## src/rtl/mgr_array_sync_cntl_pkg.sv

```systemverilog
// Shared definitions for the manager-array barrier controller: default
// sizes and the controller state encoding.
package mgr_array_sync_cntl_pkg;

    localparam int MGR_SYNC_DEFAULT_NUM_MGR     = 64;
    localparam int MGR_SYNC_DEFAULT_CNT_W       = 16;
    localparam int MGR_SYNC_DEFAULT_TIMEOUT_W   = 20;
    localparam int MGR_SYNC_DEFAULT_INIT_CYCLES = 16;

    typedef enum logic [2:0] {
        SYNC_INIT    = 3'd0,
        SYNC_IDLE    = 3'd1,
        SYNC_ARMED   = 3'd2,
        SYNC_RELEASE = 3'd3,
        SYNC_TIMEOUT = 3'd4
    } sync_state_e;

endpackage

```

## src/rtl/mgr_array_sync_cntl_arrival_tracker.sv

```systemverilog
// Per-manager arrival tracking: edge detection on the managers' barrier
// levels, the sticky arrived vector and the all-arrived reduction.
// A level that is already high when tracking starts is not an arrival;
// the manager has to drop and re-raise it.
module mgr_sync_arrival_tracker #(
    parameter int NUM_MGR = 64
) (
    input  logic               clk,
    input  logic               reset_poweron,
    input  logic [NUM_MGR-1:0] level,
    input  logic [NUM_MGR-1:0] mask,
    input  logic               track,
    input  logic               clear,
    output logic [NUM_MGR-1:0] hit,
    output logic               all_arrived
);

    logic [NUM_MGR-1:0] level_q;
    logic [NUM_MGR-1:0] arrived;
    logic [NUM_MGR-1:0] rise;

    // Rising edges only count while tracking and only for masked managers.
    assign rise        = level & ~level_q & mask & {NUM_MGR{track}};
    assign hit         = (arrived | rise) & mask;
    assign all_arrived = track && (hit == mask);

    // Previous level is followed in every state so entry into tracking never
    // sees a stale low value.
    always_ff @(posedge clk or negedge reset_poweron) begin
        if (!reset_poweron) begin
            level_q <= '0;
        end else begin
            level_q <= level;
        end
    end

    // Sticky arrivals: clear wins, track accumulates, otherwise frozen.
    always_ff @(posedge clk or negedge reset_poweron) begin
        if (!reset_poweron) begin
            arrived <= '0;
        end else if (clear) begin
            arrived <= '0;
        end else if (track) begin
            arrived <= hit;
        end
    end

endmodule

```

## src/rtl/mgr_array_sync_cntl.sv

```systemverilog
// Barrier/synchronisation controller for the manager array. Runs a power-on
// init delay, then accepts a configuration (mask, barrier count, per-barrier
// timeout) and releases the participating managers each time all of them
// have raised their barrier level.
//
// Config handshake: a configuration is taken on a clock edge where
// cfg__sync__valid and cfg__sync__ready are both high and the mask is
// non-zero; a zero mask is dropped without a state change. Ready is high
// in IDLE and in TIMEOUT (a stuck barrier may be replaced by a new config).
//
// missing reports mask & ~arrived while a barrier is open (ARMED), is frozen
// in TIMEOUT, and reads zero otherwise.
module mgr_array_sync_cntl
    import mgr_array_sync_cntl_pkg::*;
#(
    parameter int NUM_MGR     = MGR_SYNC_DEFAULT_NUM_MGR,
    parameter int CNT_W       = MGR_SYNC_DEFAULT_CNT_W,
    parameter int TIMEOUT_W   = MGR_SYNC_DEFAULT_TIMEOUT_W,
    parameter int INIT_CYCLES = MGR_SYNC_DEFAULT_INIT_CYCLES
) (
    input  logic                 clk,
    input  logic                 reset_poweron,
    input  logic                 cfg__sync__valid,
    output logic                 cfg__sync__ready,
    input  logic [NUM_MGR-1:0]   cfg__sync__mask,
    input  logic [CNT_W-1:0]     cfg__sync__numBarriers,
    input  logic [TIMEOUT_W-1:0] cfg__sync__timeout,
    input  logic                 cfg__sync__abort,
    input  logic [NUM_MGR-1:0]   mgr__sys__allSynchronized,
    output logic [NUM_MGR-1:0]   sys__mgr__thisSynchronized,
    output logic [NUM_MGR-1:0]   sys__mgr__ready,
    output logic [NUM_MGR-1:0]   sys__mgr__complete,
    output logic [CNT_W-1:0]     sys__sync__barrierCount,
    output logic [NUM_MGR-1:0]   sys__sync__missing,
    output logic                 sys__sync__timeoutErr,
    output sync_state_e          sys__sync__state
);

    localparam int INIT_W = (INIT_CYCLES > 1) ? $clog2(INIT_CYCLES) : 1;
    localparam logic [INIT_W-1:0] INIT_LAST = INIT_W'(INIT_CYCLES - 1);

    sync_state_e          state;
    logic [INIT_W-1:0]    init_cnt;
    logic [NUM_MGR-1:0]   mask_q;
    logic [CNT_W-1:0]     num_q;
    logic [TIMEOUT_W-1:0] limit_q;
    logic [TIMEOUT_W-1:0] tcnt;

    logic                 cfg_take;
    logic                 abort_ok;
    logic [CNT_W-1:0]     count_inc;
    logic                 last_barrier;
    logic                 expire;
    logic                 track;
    logic                 clear;
    logic [NUM_MGR-1:0]   hit;
    logic                 all_arrived;

    assign cfg_take     = cfg__sync__valid && cfg__sync__ready && (|cfg__sync__mask);
    assign abort_ok     = cfg__sync__abort && !all_arrived;
    assign count_inc    = sys__sync__barrierCount + CNT_W'(1);
    assign last_barrier = (num_q != '0) && (count_inc == num_q);
    assign expire       = (limit_q != '0) && (tcnt == limit_q - TIMEOUT_W'(1));

    // Arrivals accumulate in ARMED, freeze in TIMEOUT, clear everywhere else
    // and on any exit from ARMED/TIMEOUT other than release.
    assign track = (state == SYNC_ARMED);
    assign clear = (state == SYNC_INIT) || (state == SYNC_IDLE) ||
                   (state == SYNC_RELEASE) || cfg_take ||
                   (abort_ok && ((state == SYNC_ARMED) || (state == SYNC_TIMEOUT)));

    assign sys__sync__state = state;

    mgr_sync_arrival_tracker #(
        .NUM_MGR (NUM_MGR)
    ) u_tracker (
        .clk           (clk),
        .reset_poweron (reset_poweron),
        .level         (mgr__sys__allSynchronized),
        .mask          (mask_q),
        .track         (track),
        .clear         (clear),
        .hit           (hit),
        .all_arrived   (all_arrived)
    );

    // Controller FSM with all outputs registered; pulses default low.
    always_ff @(posedge clk or negedge reset_poweron) begin
        if (!reset_poweron) begin
            state                      <= SYNC_INIT;
            init_cnt                   <= '0;
            mask_q                     <= '0;
            num_q                      <= '0;
            limit_q                    <= '0;
            tcnt                       <= '0;
            cfg__sync__ready           <= 1'b0;
            sys__mgr__thisSynchronized <= '0;
            sys__mgr__ready            <= '0;
            sys__mgr__complete         <= '0;
            sys__sync__barrierCount    <= '0;
            sys__sync__missing         <= '0;
            sys__sync__timeoutErr      <= 1'b0;
        end else begin
            sys__mgr__thisSynchronized <= '0;
            sys__mgr__complete         <= '0;
            case (state)
                SYNC_INIT: begin
                    if (init_cnt == INIT_LAST) begin
                        state            <= SYNC_IDLE;
                        sys__mgr__ready  <= '1;
                        cfg__sync__ready <= 1'b1;
                    end else begin
                        init_cnt <= init_cnt + INIT_W'(1);
                    end
                end
                SYNC_IDLE, SYNC_TIMEOUT: begin
                    if (cfg_take) begin
                        state                   <= SYNC_ARMED;
                        mask_q                  <= cfg__sync__mask;
                        num_q                   <= cfg__sync__numBarriers;
                        limit_q                 <= cfg__sync__timeout;
                        tcnt                    <= '0;
                        cfg__sync__ready        <= 1'b0;
                        sys__sync__barrierCount <= '0;
                        sys__sync__timeoutErr   <= 1'b0;
                        sys__sync__missing      <= cfg__sync__mask;
                    end else if ((state == SYNC_TIMEOUT) && cfg__sync__abort) begin
                        state              <= SYNC_IDLE;
                        sys__sync__missing <= '0;
                    end
                end
                SYNC_ARMED: begin
                    if (all_arrived) begin
                        state                      <= SYNC_RELEASE;
                        sys__mgr__thisSynchronized <= mask_q;
                        sys__sync__barrierCount    <= count_inc;
                        sys__sync__missing         <= '0;
                        if (last_barrier) begin
                            sys__mgr__complete <= mask_q;
                        end
                    end else if (cfg__sync__abort) begin
                        state              <= SYNC_IDLE;
                        cfg__sync__ready   <= 1'b1;
                        sys__sync__missing <= '0;
                    end else if (expire) begin
                        state                 <= SYNC_TIMEOUT;
                        cfg__sync__ready      <= 1'b1;
                        sys__sync__timeoutErr <= 1'b1;
                        sys__sync__missing    <= mask_q & ~hit;
                    end else begin
                        tcnt               <= tcnt + TIMEOUT_W'(1);
                        sys__sync__missing <= mask_q & ~hit;
                    end
                end
                SYNC_RELEASE: begin
                    if ((num_q != '0) && (sys__sync__barrierCount == num_q)) begin
                        state            <= SYNC_IDLE;
                        cfg__sync__ready <= 1'b1;
                    end else begin
                        state              <= SYNC_ARMED;
                        tcnt               <= '0;
                        sys__sync__missing <= mask_q;
                    end
                end
                default: begin
                    state <= SYNC_INIT;
                end
            endcase
        end
    end

endmodule

```

## config.mk

```make
export PLATFORM = sky130hd
export DESIGN_NAME = mgr_array_sync_cntl
export DESIGN_NICKNAME = d
export VERILOG_FILES = /design/src/rtl/mgr_array_sync_cntl_pkg.sv /design/src/rtl/mgr_array_sync_cntl_arrival_tracker.sv /design/src/rtl/mgr_array_sync_cntl.sv
export SDC_FILE = /design/constraint.sdc
export NUM_CORES = 1
export LEC_CHECK = 0
export BUFFER_PORTS_ARGS = -buffer_cell sky130_fd_sc_hd__buf_2
export CORE_ASPECT_RATIO = 0.8
export CORE_MARGIN = 2
export CORE_UTILIZATION = 40
export DETAILED_ROUTE_END_ITERATION = 6
export PLACE_DENSITY = 0.7
export RECOVER_POWER = 50
export SKIP_CTS_REPAIR_TIMING = 1
export SYNTH_ARGS = -nofsm -noshare
export SYNTH_HDL_FRONTEND = slang
export SYNTH_SLANG_ARGS = --single-unit
```

## constraint.sdc

```tcl
create_clock -name clk -period 4.05 [get_ports clk]
set_input_delay 0.81 -clock clk [delete_from_list [all_inputs] [get_ports clk]]
set_output_delay 0.81 -clock clk [all_outputs]
set_load 0.05 [all_outputs]
```

==> results.sh <==
export IMPL_n_fill_cell=4707
export IMPL_synthArstFlopShare_pct=100
export IMPL_critPathLaunchType="register"
export IMPL_p_leak_uw=0.0118
export IMPL_track_usage_pct=26.4
export IMPL_worst_endpoint_arrival_ns=4.37
export IMPL_clk_pin_slew_worst_paths_ns=0.07
export IMPL_die_h_um=207
export IMPL_antenna_found_initial=15
export IMPL_drv_slew=102
export IMPL_postRouteAntennaNets=0
export IMPL_routabilityCongestion=0.932
export IMPL_path_class="register to register"
export IMPL_yosys_warnings=0
export IMPL_synth_top_area_share_pct=56.5
export IMPL_violations="max-capacitance violations, max-slew violations"
export IMPL_grt_pass1_vias=17200
export IMPL_synthCells=1962
export IMPL_ys_seq_area_share_pct=56.5
export IMPL_cp_end_kind="register"
export IMPL_fin_nets=2527
export IMPL_fmax_mhz=260
export IMPL_fin_ws_ns=0.211
export IMPL_finalSetupViolCount=0
export IMPL_clock_latency_ns=0.61
export IMPL_first_pass_iters=6
export IMPL_grt_pass1_wl_mm=108
export IMPL_netlist_top_cells_area="dfrtp_1 (57%), mux2_2 (4.3%), and2_1 (3.5%)"
export IMPL_skew_ns=0.0319
export IMPL_die_w_um=258
export IMPL_placed_area_um2=23600
export IMPL_dp_hpwl_mm=51.9
export IMPL_cts_sinks=466
export IMPL_drt_total_wl_mm=71.4
export IMPL_num_vias=17200
export IMPL_drv_cap=1
export IMPL_clockBufferDepth=3
export IMPL_post_route_cells_drive_above_1_share_pct=24.6
export IMPL_detailedPlace_worstSlack_ns=0.189
export IMPL_ys_types=71
export IMPL_worstPathRequired_ns=4.58
export IMPL_ioPinCount=445
export IMPL_critPathMaxFanout=48
export IMPL_synth_nets=2134
export IMPL_cellPowerDensity_nw_per_um2=801
export IMPL_viasPerCell=5.58
export IMPL_synth_area_um2=20600
export IMPL_synth_top_area_cell="dfrtp_1"
export IMPL_peakVddDrop_mv=0.711
export IMPL_finalCriticalPeriod_ns=3.84
export IMPL_routedWlPerCell_um=23.1
export IMPL_fin_area_um2=25300
export IMPL_tightest_slew_ns=3.01
export IMPL_core_um2=51000
export IMPL_io_buffer_count=444
export IMPL_grt_max_degree=107
export IMPL_area_growth_pct=22.6
export IMPL_ys_ff_latch=466
export IMPL_status="finished with violations"
export IMPL_cts_tree="yes"
export IMPL_synth_main_ff_cell="dfrtp_1"
export IMPL_finalCritPeriodShare_pct=94.8
export IMPL_min_path_type="input port to register"
export IMPL_cts_root_buf="clkbuf_16"
export IMPL_slew_headroom_pct=-101
export IMPL_drc=0
export IMPL_rows=74
export IMPL_floorplan_initialDensity_pct=40.4
export IMPL_cts_made_buffers=49
export IMPL_overflow=0
export IMPL_synth_avg_cell_area_um2=10.5
export IMPL_htree_levels=2
export IMPL_die_area_um2=53400
export IMPL_finalHoldViolCount=0
export IMPL_drt_iter0_markers=1645
export IMPL_synth_edff_count=0
## critical path: stages, from the launching register on
cell       delay (ns)
dfrtp_1          0.41
nor3b_4          0.34
buf_12           0.29
a311oi_1         0.26
a2111oi_1        0.46
nand3_1          0.13
or4_4            0.60
nor2_4           0.28
nand2_2          0.13
a2111oi_4        0.37
buf_8            0.27
and2_1           0.17
## path summary, 6_finish.rpt
path,cells after the start,to,slack (ns),startpoint
min reg2reg,1,sys__sync__timeoutErr,0.49,sys__sync__timeoutErr
max reg2reg,11,sys__mgr__complete[61],0.21,sys__sync__state[0]
max in group asynchronous,2,u_tracker.arrived[44],0.79,reset_poweron
min,1,u_tracker.level_q[35],0.32,mgr__sys__allSynchronized[35]
min in group asynchronous,1,sys__sync__missing[20],1.18,reset_poweron
max,11,sys__mgr__complete[61],0.21,sys__sync__state[0]
## power by group
group / switching [uW] / internal, uW
sequential: 1320 / 5610
clock: 1990 / 3120
combinational: 5780 / 2440
## cell usage after synthesis (all sizes together), types with 4 or more instances
cell and instances:
nand2 84, a2111oi 12, or3 19, and4 6, xnor2 42, nor2b 6, nand3 23, and2 115
xor2 23, dfrtp 466, o211ai 19, ha 4, mux2 79, o21a 12, a211oi 8, nor2 170
o21ai 141, clkbuf 83, buf 86, inv 114, a21oi 90, nor3 55, a31o 19, a31oi 54
a22oi 79, nand2b 11, a311oi 17, o2111ai 5, nand4 23, and3 18, or4 5, nor4 32
o22ai 5
## layer usage
layer	vias up	share of wire, %	track usage [%]
met2	837	45	40.5
met1	8616	44	37.5
met3	108	9.0	6.30
li1	7633	-	-
met4	12	2.3	7.18
met5	-	0.11	0
## logic make-up (layout without fill, tap and decap cells)
logic type / after synthesis / after routing / synth area share, %
buffers and inverters: 283 / 715 / 6.54
AOI/OAI and AO/OA: 480 / 480 / 14.9
xor gates and xnor gates: 65 / 65 / 2.76
and+or+nand+nor: 583 / 583 / 14.6
DFF: 466 / 466 / 56.5
other: 0 / 8 / 0
adders and majority gates: 4 / 4 / 0.243
muxes: 81 / 81 / 4.41
## state kept, by name, summed over array words and instances, names as in the netlist
register	flops
sys__mgr__thisSynchronized	64
sys__mgr__complete	64
u_tracker.arrived	64
sys__sync__timeoutErr	1
sys__sync__state	3
num_q	16
init_cnt	4
sys__sync__barrierCount	16
sys__mgr__ready	1
limit_q	20
sys__sync__missing	64
mask_q	64
u_tracker.level_q	64
cfg__sync__ready	1
tcnt	20
## final cells by class
cell class / instances / area, um2 / share of cell area, %
antenna: 8 / 20.0 / 0.0791
clock buffer: 69 / 1470 / 5.82
clock inverter: 21 / 378 / 1.49
inverter: 114 / 428 / 1.69
multi-input combinational: 1213 / 7690 / 30.4
sequential: 466 / 11700 / 46.1
tap: 684 / 856 / 3.38
timing repair buffer: 511 / 2790 / 11.0
## metrics by stage
stage | cells | hold WS, ns | setup TNS [ns] | util, % | power, uW
3_3_place_gp | 2988 | 0.464 | 0 | 46.3 | 15000
5_1_grt | 3084 | 0.308 | -0.0736 | 49.6 | 21200
2_1_floorplan | 1962 | 0.454 | 0 | - | 12700
3_5_place_dp | 2988 | 0.478 | 0 | 46.3 | 15100
4_1_cts | 3078 | 0.294 | 0 | 49.9 | 20300
6_report | 3086 | 0.321 | 0 | 49.6 | 20300
## cell usage in the layout, fill, tap and decap left out, drive strengths merged, types with 32 or more instances in the layout
cell type,instances
clkbuf,201
a21oi,90
a22oi,79
xnor2,42
nor2,170
and2,115
nand2,84
o21ai,141
nor3,55
a31oi,54
buf,379
inv,116
nor4,32
dfrtp,466
mux2,79
(Power assumes the default switching activity.)
